## src/rtl/ads_touch_spi.sv

```systemverilog
// ads_touch_spi: ADS7843 touch-controller SPI master behind an Avalon-MM slave (8-bit command, 12-bit result).
// Optional macro ADS_BUSY_WAIT_EN inserts a BUSY-pulse wait (with timeout) between the command and result phases.
module ads_touch_spi #(
  parameter int CLK_DIV      = 25,
  parameter int BUSY_TIMEOUT = 255
) (
  input  logic        clk,
  input  logic        reset,
  input  logic [1:0]  address,
  input  logic        read,
  input  logic        write,
  input  logic [31:0] writedata,
  output logic [31:0] readdata,
  output logic        ads_cs_n,
  output logic        ads_dclk,
  output logic        ads_din,
  input  logic        ads_dout,
  input  logic        ads_busy,
  input  logic        ads_penirq_n
);
  localparam logic [7:0] DIV_LAST = 8'(CLK_DIV - 1);

`ifdef ADS_BUSY_WAIT_EN
  typedef enum logic [2:0] {S_IDLE, S_SETUP, S_SHIFT, S_BWAIT, S_DONE} state_t;
  localparam logic [15:0] WAIT_LAST = 16'(BUSY_TIMEOUT - 1);
  logic [1:0]  busy_sync_q, busy_sync_d;
  logic [15:0] wait_q, wait_d;
  logic        seen_q, seen_d;
  logic        unused_cfg;
  assign unused_cfg = ^writedata[31:8];
`else
  typedef enum logic [2:0] {S_IDLE, S_SETUP, S_SHIFT, S_DONE} state_t;
  logic unused_cfg;
  assign unused_cfg = ^{ads_busy, writedata[31:8], 16'(BUSY_TIMEOUT)};
`endif

  state_t      state_q, state_d;
  logic [7:0]  div_q, div_d;
  logic [4:0]  bit_q, bit_d;
  logic        dclk_q, dclk_d;
  logic        cs_n_q, cs_n_d;
  logic        din_q, din_d;
  logic [7:0]  cmd_q, cmd_d;
  logic [11:0] result_q, result_d;
  logic        done_q, done_d;
  logic        err_q, err_d;
  logic [31:0] readdata_q, readdata_d;
  logic [1:0]  dout_sync_q, dout_sync_d;
  logic [1:0]  pen_sync_q, pen_sync_d;

  assign readdata = readdata_q;
  assign ads_cs_n = cs_n_q;
  assign ads_dclk = dclk_q;
  assign ads_din  = din_q;

  always_comb begin
    state_d     = state_q;
    div_d       = div_q;
    bit_d       = bit_q;
    dclk_d      = dclk_q;
    cs_n_d      = cs_n_q;
    din_d       = din_q;
    cmd_d       = cmd_q;
    result_d    = result_q;
    done_d      = done_q;
    err_d       = err_q;
    dout_sync_d = {dout_sync_q[0], ads_dout};
    pen_sync_d  = {pen_sync_q[0], ads_penirq_n};
`ifdef ADS_BUSY_WAIT_EN
    busy_sync_d = {busy_sync_q[0], ads_busy};
    wait_d      = wait_q;
    seen_d      = seen_q;
`endif

    // Done-clear happens first so both a start and the DONE state override it.
    if (read && address == 2'd2) done_d = 1'b0;

    case (state_q)
      S_IDLE: begin
        if (write && address == 2'd1) begin
          cmd_d   = writedata[7:0];
          din_d   = writedata[7];
          done_d  = 1'b0;
          err_d   = 1'b0;
          cs_n_d  = 1'b0;
          dclk_d  = 1'b0;
          div_d   = '0;
          bit_d   = '0;
          state_d = S_SETUP;
        end
      end
      S_SETUP: begin
        if (div_q == DIV_LAST) begin
          div_d   = '0;
          state_d = S_SHIFT;
        end else begin
          div_d = div_q + 8'd1;
        end
      end
      S_SHIFT: begin
        if (div_q != DIV_LAST) begin
          div_d = div_q + 8'd1;
        end else begin
          div_d = '0;
          if (!dclk_q) begin
            dclk_d = 1'b1;
            if (bit_q >= 5'd9 && bit_q <= 5'd20) result_d = {result_q[10:0], dout_sync_q[1]};
          end else begin
            dclk_d = 1'b0;
            if (bit_q == 5'd23) begin
              state_d = S_DONE;
            end else begin
              bit_d = bit_q + 5'd1;
              din_d = (bit_q < 5'd7) ? cmd_q[3'd6 - bit_q[2:0]] : 1'b0;
`ifdef ADS_BUSY_WAIT_EN
              if (bit_q == 5'd7) begin
                state_d = S_BWAIT;
                wait_d  = '0;
                seen_d  = 1'b0;
              end
`endif
            end
          end
        end
      end
`ifdef ADS_BUSY_WAIT_EN
      S_BWAIT: begin
        // dclk stays low and div is already zero, so SHIFT resumes with period 8's low half.
        wait_d = wait_q + 16'd1;
        if (busy_sync_q[1]) seen_d = 1'b1;
        if (seen_q && !busy_sync_q[1]) begin
          state_d = S_SHIFT;
        end else if (wait_q == WAIT_LAST) begin
          err_d   = 1'b1;
          state_d = S_SHIFT;
        end
      end
`endif
      S_DONE: begin
        cs_n_d  = 1'b1;
        done_d  = 1'b1;
        din_d   = 1'b0;
        state_d = S_IDLE;
      end
      default: state_d = S_IDLE;
    endcase

    case (address)
      2'd0:    readdata_d = {28'd0, err_q, ~pen_sync_q[1], done_q, state_q != S_IDLE};
      2'd1:    readdata_d = {24'd0, cmd_q};
      2'd2:    readdata_d = {20'd0, result_q};
      default: readdata_d = '0;
    endcase
  end

  always_ff @(posedge clk) begin
    if (reset) begin
      state_q     <= S_IDLE;
      div_q       <= '0;
      bit_q       <= '0;
      dclk_q      <= 1'b0;
      cs_n_q      <= 1'b1;
      din_q       <= 1'b0;
      cmd_q       <= '0;
      result_q    <= '0;
      done_q      <= 1'b0;
      err_q       <= 1'b0;
      readdata_q  <= '0;
      dout_sync_q <= '0;
      pen_sync_q  <= 2'b11;
`ifdef ADS_BUSY_WAIT_EN
      busy_sync_q <= '0;
      wait_q      <= '0;
      seen_q      <= 1'b0;
`endif
    end else begin
      state_q     <= state_d;
      div_q       <= div_d;
      bit_q       <= bit_d;
      dclk_q      <= dclk_d;
      cs_n_q      <= cs_n_d;
      din_q       <= din_d;
      cmd_q       <= cmd_d;
      result_q    <= result_d;
      done_q      <= done_d;
      err_q       <= err_d;
      readdata_q  <= readdata_d;
      dout_sync_q <= dout_sync_d;
      pen_sync_q  <= pen_sync_d;
`ifdef ADS_BUSY_WAIT_EN
      busy_sync_q <= busy_sync_d;
      wait_q      <= wait_d;
      seen_q      <= seen_d;
`endif
    end
  end
endmodule

```

## config.mk

```make
export PLATFORM = sky130hd
export DESIGN_NAME = ads_touch_spi
export DESIGN_NICKNAME = d
export VERILOG_FILES = /design/src/rtl/ads_touch_spi.sv
export SDC_FILE = /design/constraint.sdc
export NUM_CORES = 1
export LEC_CHECK = 0
export ABC_AREA = 1
export CAP_MARGIN = 5
export CELL_PAD_IN_SITES_DETAIL_PLACEMENT = 0
export CELL_PAD_IN_SITES_GLOBAL_PLACEMENT = 1
export CORE_MARGIN = 8
export CORE_UTILIZATION = 30
export DETAILED_ROUTE_END_ITERATION = 16
export PLACE_DENSITY = 0.74
export SYNTH_ARGS = -nofsm -noshare
export SYNTH_HDL_FRONTEND = slang
export SYNTH_SLANG_ARGS = --single-unit
```

## constraint.sdc

```tcl
create_clock -name clk -period 1.6 [get_ports clk]
set_clock_uncertainty 0.05 [all_clocks]
set_input_delay 0.32 -clock clk [delete_from_list [all_inputs] [get_ports clk]]
set_output_delay 0.32 -clock clk [all_outputs]
set_load 0.02 [all_outputs]
```

---- Word level (Yosys, flattened, before mapping) ----
Index checks and enable logic that the tools add are counted.
word-level totals
  bits in writable memories ............... 0
  output and inout port bits .............. 35
  bits in latches ......................... 0
  ROM bits ................................ 0
  bits in registers ....................... 76
  bits of input ports ..................... 41
  memories kept ........................... 0
cells by class
  div/mod/pow operators ................... 0
  reduce and logical (&&, ||, !) cells .... 18
  $add $sub $neg .......................... 3
  order comparisons ....................... 4
  multiply operators ...................... 0
  equality and inequality tests ........... 14
  multiplexer cells ....................... 32
  bitwise logic cells ..................... 3
  shift-type cells ........................ 0
operators by type and width
  operator               count
  $pmux W12 S3           1
  $mux W8                3
  $pmux W8 S3            1
  $mux W5                4
  $mux W3                5
  $reduce_and A5 Y1      3
  $ne A2 B2 Y1 const B   6
  $mux W1                11
  $pmux W5 S2            1
  $pmux W3 S3            1
  $reduce_bool A3 Y1     3
  $add A8 B1 Y8 const B  1
  $eq A8 B5 Y1 const B   1
  $ne A8 B5 Y1 const B   1
  $eq A3 B2 Y1 const B   2
  $pmux W1 S2            3
  $reduce_and A2 Y1      3
  $add A5 B1 Y5 const B  1
  $eq A5 B5 Y1 const B   1
  $ge A5 B4 Y1 const B   1
  $le A5 B5 Y1 const B   1
  $lt A5 B3 Y1 const B   1
  $lt A3 B4 Y1 const B   1
  $reduce_and A4 Y1      1
  12 further kinds       17

---- Depth between registers and ports, before layout ----
Gate-level depths: netlist of run 1.
  word-level depth ........................ 8
  gate-level depth with buffers ........... 11
  depth with buffers taken out ............ 10

---- Least setup slack after synthesis of run 1 ----
OpenSTA, ideal clock, no wires.
  path kind ............................... register to register
  start ................................... reg state_q[0]
  end ..................................... reg state_q[0]
  slack ................................... -0.162 ns
  cell stages (with the launch flop) ...... 9
  buffers on the path ..................... 0
  period minus slack after synthesis ...... 1.762 ns
  arrival time ............................ 1.585 ns
  setup time .............................. 0.128 ns
  cells stage by stage .................... dfxtp_1 -> inv_1 -> ha_1 -> inv_2 -> nor2_8 -> a21oi_1 -> nand3_1 -> o21ai_0 -> nor2_1
on the way
  cells in the longest elaborated chain, start to end .. 3
RTL lines
  item                                        line  RTL
  start, declared                             37    state_t state_q, state_d;
  start signal, assigned                      177   state_q <= state_d;
  $eq A3 B2 Y1, or another cell as far along  78    case (state_q)
  $ne A2 B2 Y1 (no source line)               --
  $reduce_and A5 Y1 (no source line)          --
Several ways; a longest one is shown, not always the timed one.
A chain may end at the register's enable or synchronous reset.

---- Worst setup path after layout of run 1 ----
  start ................................... reg state_q[0]
  end ..................................... reg result_q[7]
on the way
  cells in the longest elaborated chain, start to end .. 2
RTL lines
  item                                line  RTL
  $eq A3 B2 Y1                        78
  $reduce_and A4 Y1 (no source line)  --
  end signal, assigned                184   result_q <= result_d;
  end, declared                       44    logic [11:0] result_q, result_d;
Every way passes these cells.

==> metrics, run 1 <==
share of layout cells above drive strength 1 17.34%; total track usage 10.06%; number of global-route vias before repair 2,343; clock latency on the worst-skew pair 0.31 ns; largest net degree at the start of global routing 30; Iteration-0 DRC Markers 185; crit end category register; WL/cell 11.41 um; GR Overflow Total 0; register area share after synthesis 38.85%; CTS sink cnt 55; Final TNS setup 0 ns; critical path startpoint category register; Die Y 113.2 um; crit path DAT 1.76 ns; commonest cells after routing, fill and taps aside 84 x nand2_1, 61 x inv_1, 51 x dfxtp_1; Hold Startpoint dout_sync_q[0]; via count 2,510; status complete, no violations; Routed Antenna Nets 0; hold depth 2; ant diodes 0; placeable core area 0.009196 mm2; global-route wire length before repair 10,650 um; RSZ-0062 raised after global routing yes; post-synth top area cell dfxtp_1; CP max FO 6; Post-Syn Instances 409; hpwl dp 4825 um; Reg2Reg Launch Point state_q[0]; FILL cells 974; Slew Viols, Final 0; total CTS buffers 5; MaxCap Viol Count 0; CTS clock-pin slew for the worst setup and hold paths 0.10 ns; Routability Congestion 0.8257; DIE WIDTH 113.2 um; FF+latch count, synth 55; critical path type register to register; # hold bufs at CTS 0; Max Fclk 629.1 MHz; Post-route DRC 0; Hold Path Sink dout_sync_q[1]; largest cells by area after synthesis dfxtp_1 39%, nand2_1 12%, inv_1 8.2%; final hold vios 0; period utilization 99.34%; area fraction of the dominant cell type after synthesis 38.85%; synth unique cells 31; cell area after synthesis 0.002834 mm2; fin crit period 1.589 ns; Max VDD drop 421.8 uV; layout net count 524; commonest non-fill, non-tap cell in the layout nand2_1; PwrDens 1018 mW/mm2; H-tree levels 2; synth warn 0; synth-to-layout area growth 29.93%; Hold Slack 0.3559 ns; Initial Util 30.82%; CP required 1.77 ns; Site Rows 35; Initial DRT Pass Iterations 4; CTS tree yes; r2r setup slk 0.01 ns; P_leak 1.648 nW; Hold Path Class register to register; number of port buffers 30; total I/O pin count 76; vias per cell 4.298; R2R cell count 11; setup violators final 0; Clock Path Buffers 2; CTS root buf clkbuf_8; capture point of the worst reg-to-reg path result_q[7]; Detailed Route WL 6664 um; die area 0.01281 mm2; initial antenna violation count 0; average cell area after synthesis 6.929 um2
## report_power, final
part / internal, mW / total [mW] / leakage [nW] / switching, mW
Clock: 0.354 / 0.818 / 0.0474 / 0.463
Sequential: 1.48 / 1.55 / 0.448 / 0.0725
Combinational: 0.599 / 1.38 / 1.15 / 0.784
## how the worst max path moves through the flow
stage / startpoint / to / slack (ns)
final: state_q[0] / result_q[7] / 0.01
after global routing: state_q[0] / result_q[0] / -0.07
after CTS: div_q[1] / result_q[8] / 0.01
after detailed placement: address[0] / div_q[0] / -0.25
after global placement: address[1] / div_q[5] / -0.25
after floorplan: state_q[0] / result_q[0] / 0.01
## metrics by stage
step | setup slack, ns | util (%) | area [um2] | power, mW | std cells
after floorplan | 0.01380 | - | 2912 | 2.378 | 428
after global placement | -0.2522 | 37.36 | 3436 | 2.852 | 571
after detailed placement | -0.2502 | 37.36 | 3436 | 2.858 | 571
after CTS | 0.01179 | 38.27 | 3520 | 3.692 | 579
after global routing | -0.07295 | 40.04 | 3682 | 4.034 | 584
final | 0.01052 | 40.04 | 3682 | 3.750 | 584
## logic make-up (layout without fill, tap and decap cells)
logic type	after synthesis	after routing	synth area share (%)
compound gates	49	49	9.095
xor+xnor	4	4	1.236
fa+ha+maj	11	11	4.856
buf+inv	94	139	15.85
flops	55	55	38.85
other cells	1	20	0.1323
simple gates	195	195	29.98
## registers in the layout, summed over array words and instances (netlist names)
| signal | flops |
|---|---|
| readdata | 12 |
| ads_dclk | 1 |
| dout_sync_q | 2 |
| ads_cs_n | 1 |
| state_q | 2 |
| bit_q | 5 |
| ads_din | 1 |
| done_q | 1 |
| cmd_q | 8 |
| div_q | 8 |
| pen_sync_q | 2 |
| result_q | 12 |
## layout make-up
type	count	area (um2)	share of cell area (%)
clock inverters	2	16.27	0.4417
repair buffers	68	661.9	17.97
well taps	111	138.9	3.772
flip-flops and latches	55	1111	30.17
inverters	63	244.0	6.626
clock buffers	6	82.58	2.243
multi-input cells	279	1428	38.77
## timing repair
action / 4_1_cts / 5_1_grt
buffers inserted: 0 / 2
resized for setup: 17 / 30
setup endpoints to repair: 21 / 28
gates cloned: 0 / 3
pin swaps: 0 / 8
## metal layers
layer	routed length (um)	part of all wire (%)	global-route usage, %
met2	3081	46	17.22
met4	85	1.3	3.464
met1	3227	48	12.11
met3	271	4.1	2.236
met5	0	0	0
## cells in the mapped netlist (all sizes together)
library cell   n
o21ai         17
inv           63
a21oi         28
nand4          6
clkbuf         5
o22ai          2
xor2           2
dfxtp         55
xnor2          2
or2            2
buf           26
ha            11
o211ai         1
nor3          10
nand3         26
nand2         96
nor2          55
o221ai         1
conb           1
## worst max-delay path, stage by stage (launching register included)
cell	delay, ns
dfxtp_2	0.34
inv_4	0.08
ha_4	0.15
inv_6	0.04
nor2_8	0.12
o21ai_2	0.08
nor3_4	0.18
buf_6	0.16
clkbuf_16	0.15
nand2_2	0.04
nand2_1	0.06
nor2_2	0.03
(Power assumes the default switching activity.)
==> run 2: changes to the inputs <==
--- a/config.mk
+++ b/config.mk
@@ -13,6 +13,7 @@
 export CORE_UTILIZATION = 30
 export DETAILED_ROUTE_END_ITERATION = 16
 export PLACE_DENSITY = 0.74
+export RECOVER_POWER = 50
 export SYNTH_ARGS = -nofsm -noshare
 export SYNTH_HDL_FRONTEND = slang
 export SYNTH_SLANG_ARGS = --single-unit
==> metrics, run 2 (synthesis results as in run 1) <==
PwrDens 1018 mW/mm2 (about the same); largest net degree at the start of global routing 30 (unchanged); WL/cell 11.41 um (unchanged); GR Overflow Total 0 (unchanged); MaxCap Viol Count 0 (unchanged); Detailed Route WL 6664 um (unchanged); Final TNS setup 0 ns (unchanged); crit end category register; # hold bufs at CTS 0 (unchanged); CP required 1.77 ns (about the same); crit path DAT 1.76 ns (about the same); status complete, no violations; Routed Antenna Nets 0 (unchanged); total CTS buffers 5 (unchanged); H-tree levels 2 (unchanged); share of layout cells above drive strength 1 17.34% (unchanged); register area 0.001111 mm2 (unchanged); Post-route DRC 0 (unchanged); Iteration-0 DRC Markers 185 (unchanged); hpwl dp 4825 um (unchanged); Initial DRT Pass Iterations 4 (unchanged); setup violators final 0 (unchanged); number of global-route vias before repair 2,343 (unchanged); Routability Congestion 0.8257 (unchanged); Site Rows 35 (unchanged); CTS clock-pin slew for the worst setup and hold paths 0.10 ns (about the same); Clock Path Buffers 2 (unchanged); number of port buffers 30 (unchanged); Max Fclk 629.1 MHz (unchanged); CTS root buf clkbuf_8; ant diodes 0 (unchanged); Die Y 113.2 um (unchanged); Slew Viols, Final 0 (unchanged); Initial Util 30.82% (unchanged); total track usage 10.06% (unchanged); die area 0.01281 mm2 (unchanged); Max VDD drop 421.8 uV (unchanged); Total Power 3.750 mW (about the same); post-route cell area 0.003682 mm2 (unchanged); Multi-input gate area 0.001428 mm2 (unchanged); RSZ-0062 raised after global routing yes; CTS tree yes; via count 2,510 (unchanged); clock latency on the worst-skew pair 0.31 ns (about the same); total I/O pin count 76 (unchanged); critical path startpoint category register; placeable core area 0.009196 mm2 (unchanged); period utilization 99.34% (unchanged); P_leak 1.648 nW (about the same); commonest non-fill, non-tap cell in the layout nand2_1; synth-to-layout area growth 29.93% (unchanged); CTS sink cnt 55 (unchanged); commonest cells after routing, fill and taps aside 84 x nand2_1, 61 x inv_1, 51 x dfxtp_1; FILL cells 974 (unchanged); final hold vios 0 (unchanged); CP max FO 6 (unchanged); Hold Path Class register to register; vias per cell 4.298 (unchanged); layout net count 524 (unchanged); fin crit period 1.589 ns (unchanged); critical path type register to register; initial antenna violation count 0 (unchanged); DP Area 0.003436 mm2 (unchanged); DIE WIDTH 113.2 um (unchanged); global-route wire length before repair 10,650 um (unchanged)
## run 2: cell types whose count changed in the layout (fill, tap and decap cells not counted), sizes merged
| cell | change |
|---|---|
| clkdlybuf4s50 | -1 |
| dlygate4sd3 | +1 |
## run 2: area by class of cell
class                      count  area share, %
tap                          111          3.772
clock inverter                 2         0.4417
sequential                    55          30.17
timing repair buffer          68          17.97
inverter                      63          6.626
multi-input combinational    279          38.77
clock buffer                   6          2.243
## run 2: worst paths after layout
path	start	slack, ns	to	depth (start not counted)
hold reg to reg	dout_sync_q[0]	0.36	dout_sync_q[1]	2
setup / recovery	state_q[0]	0.01	result_q[7]	11
setup reg to reg	state_q[0]	0.01	result_q[7]	11
hold / removal	dout_sync_q[0]	0.36	dout_sync_q[1]	2
## run 2: stage by stage
step	hold slack, ns	setup slack [ns]	std cells	utilization, %
final	0.3559	0.01052	584	40.04
after global placement	0.3430	-0.2522	571	37.36
after floorplan	0.3383	0.01380	428	-
after detailed placement	0.3448	-0.2502	571	37.36
after global routing	0.3827	-0.07295	584	40.04
after CTS	0.3625	0.01179	579	38.27
## run 2: routing by layer
metal	track usage, %	vias to the layer above	wire (um)
met4	3.464	0	85
li1	-	1346	-
met1	12.11	1115	3227
met5	0	-	0
met2	17.22	43	3081
met3	2.236	6	271
## run 2: timing repair
action / 4_1_cts / 5_1_grt
pin swaps: 0 / 8
endpoints found under the setup margin: 21 / 28
resized for setup: 17 / 30
cloned: 0 / 3
buffers inserted: 0 / 2
## run 2: where the power goes
group          switching [mW]  internal (mW)  total, mW
clock                   0.463          0.354      0.818
combinational           0.784          0.599       1.38
sequential             0.0725           1.48       1.55
total                    1.32           2.43       3.75
## run 2: worst max-delay path: stages, from the launching register on
cell       delay [ns]
dfxtp_2          0.34
inv_4            0.08
ha_4             0.15
inv_6            0.04
nor2_8           0.12
o21ai_2          0.08
nor3_4           0.18
buf_6            0.16
clkbuf_16        0.15
nand2_2          0.04
nand2_1          0.06
nor2_2           0.03
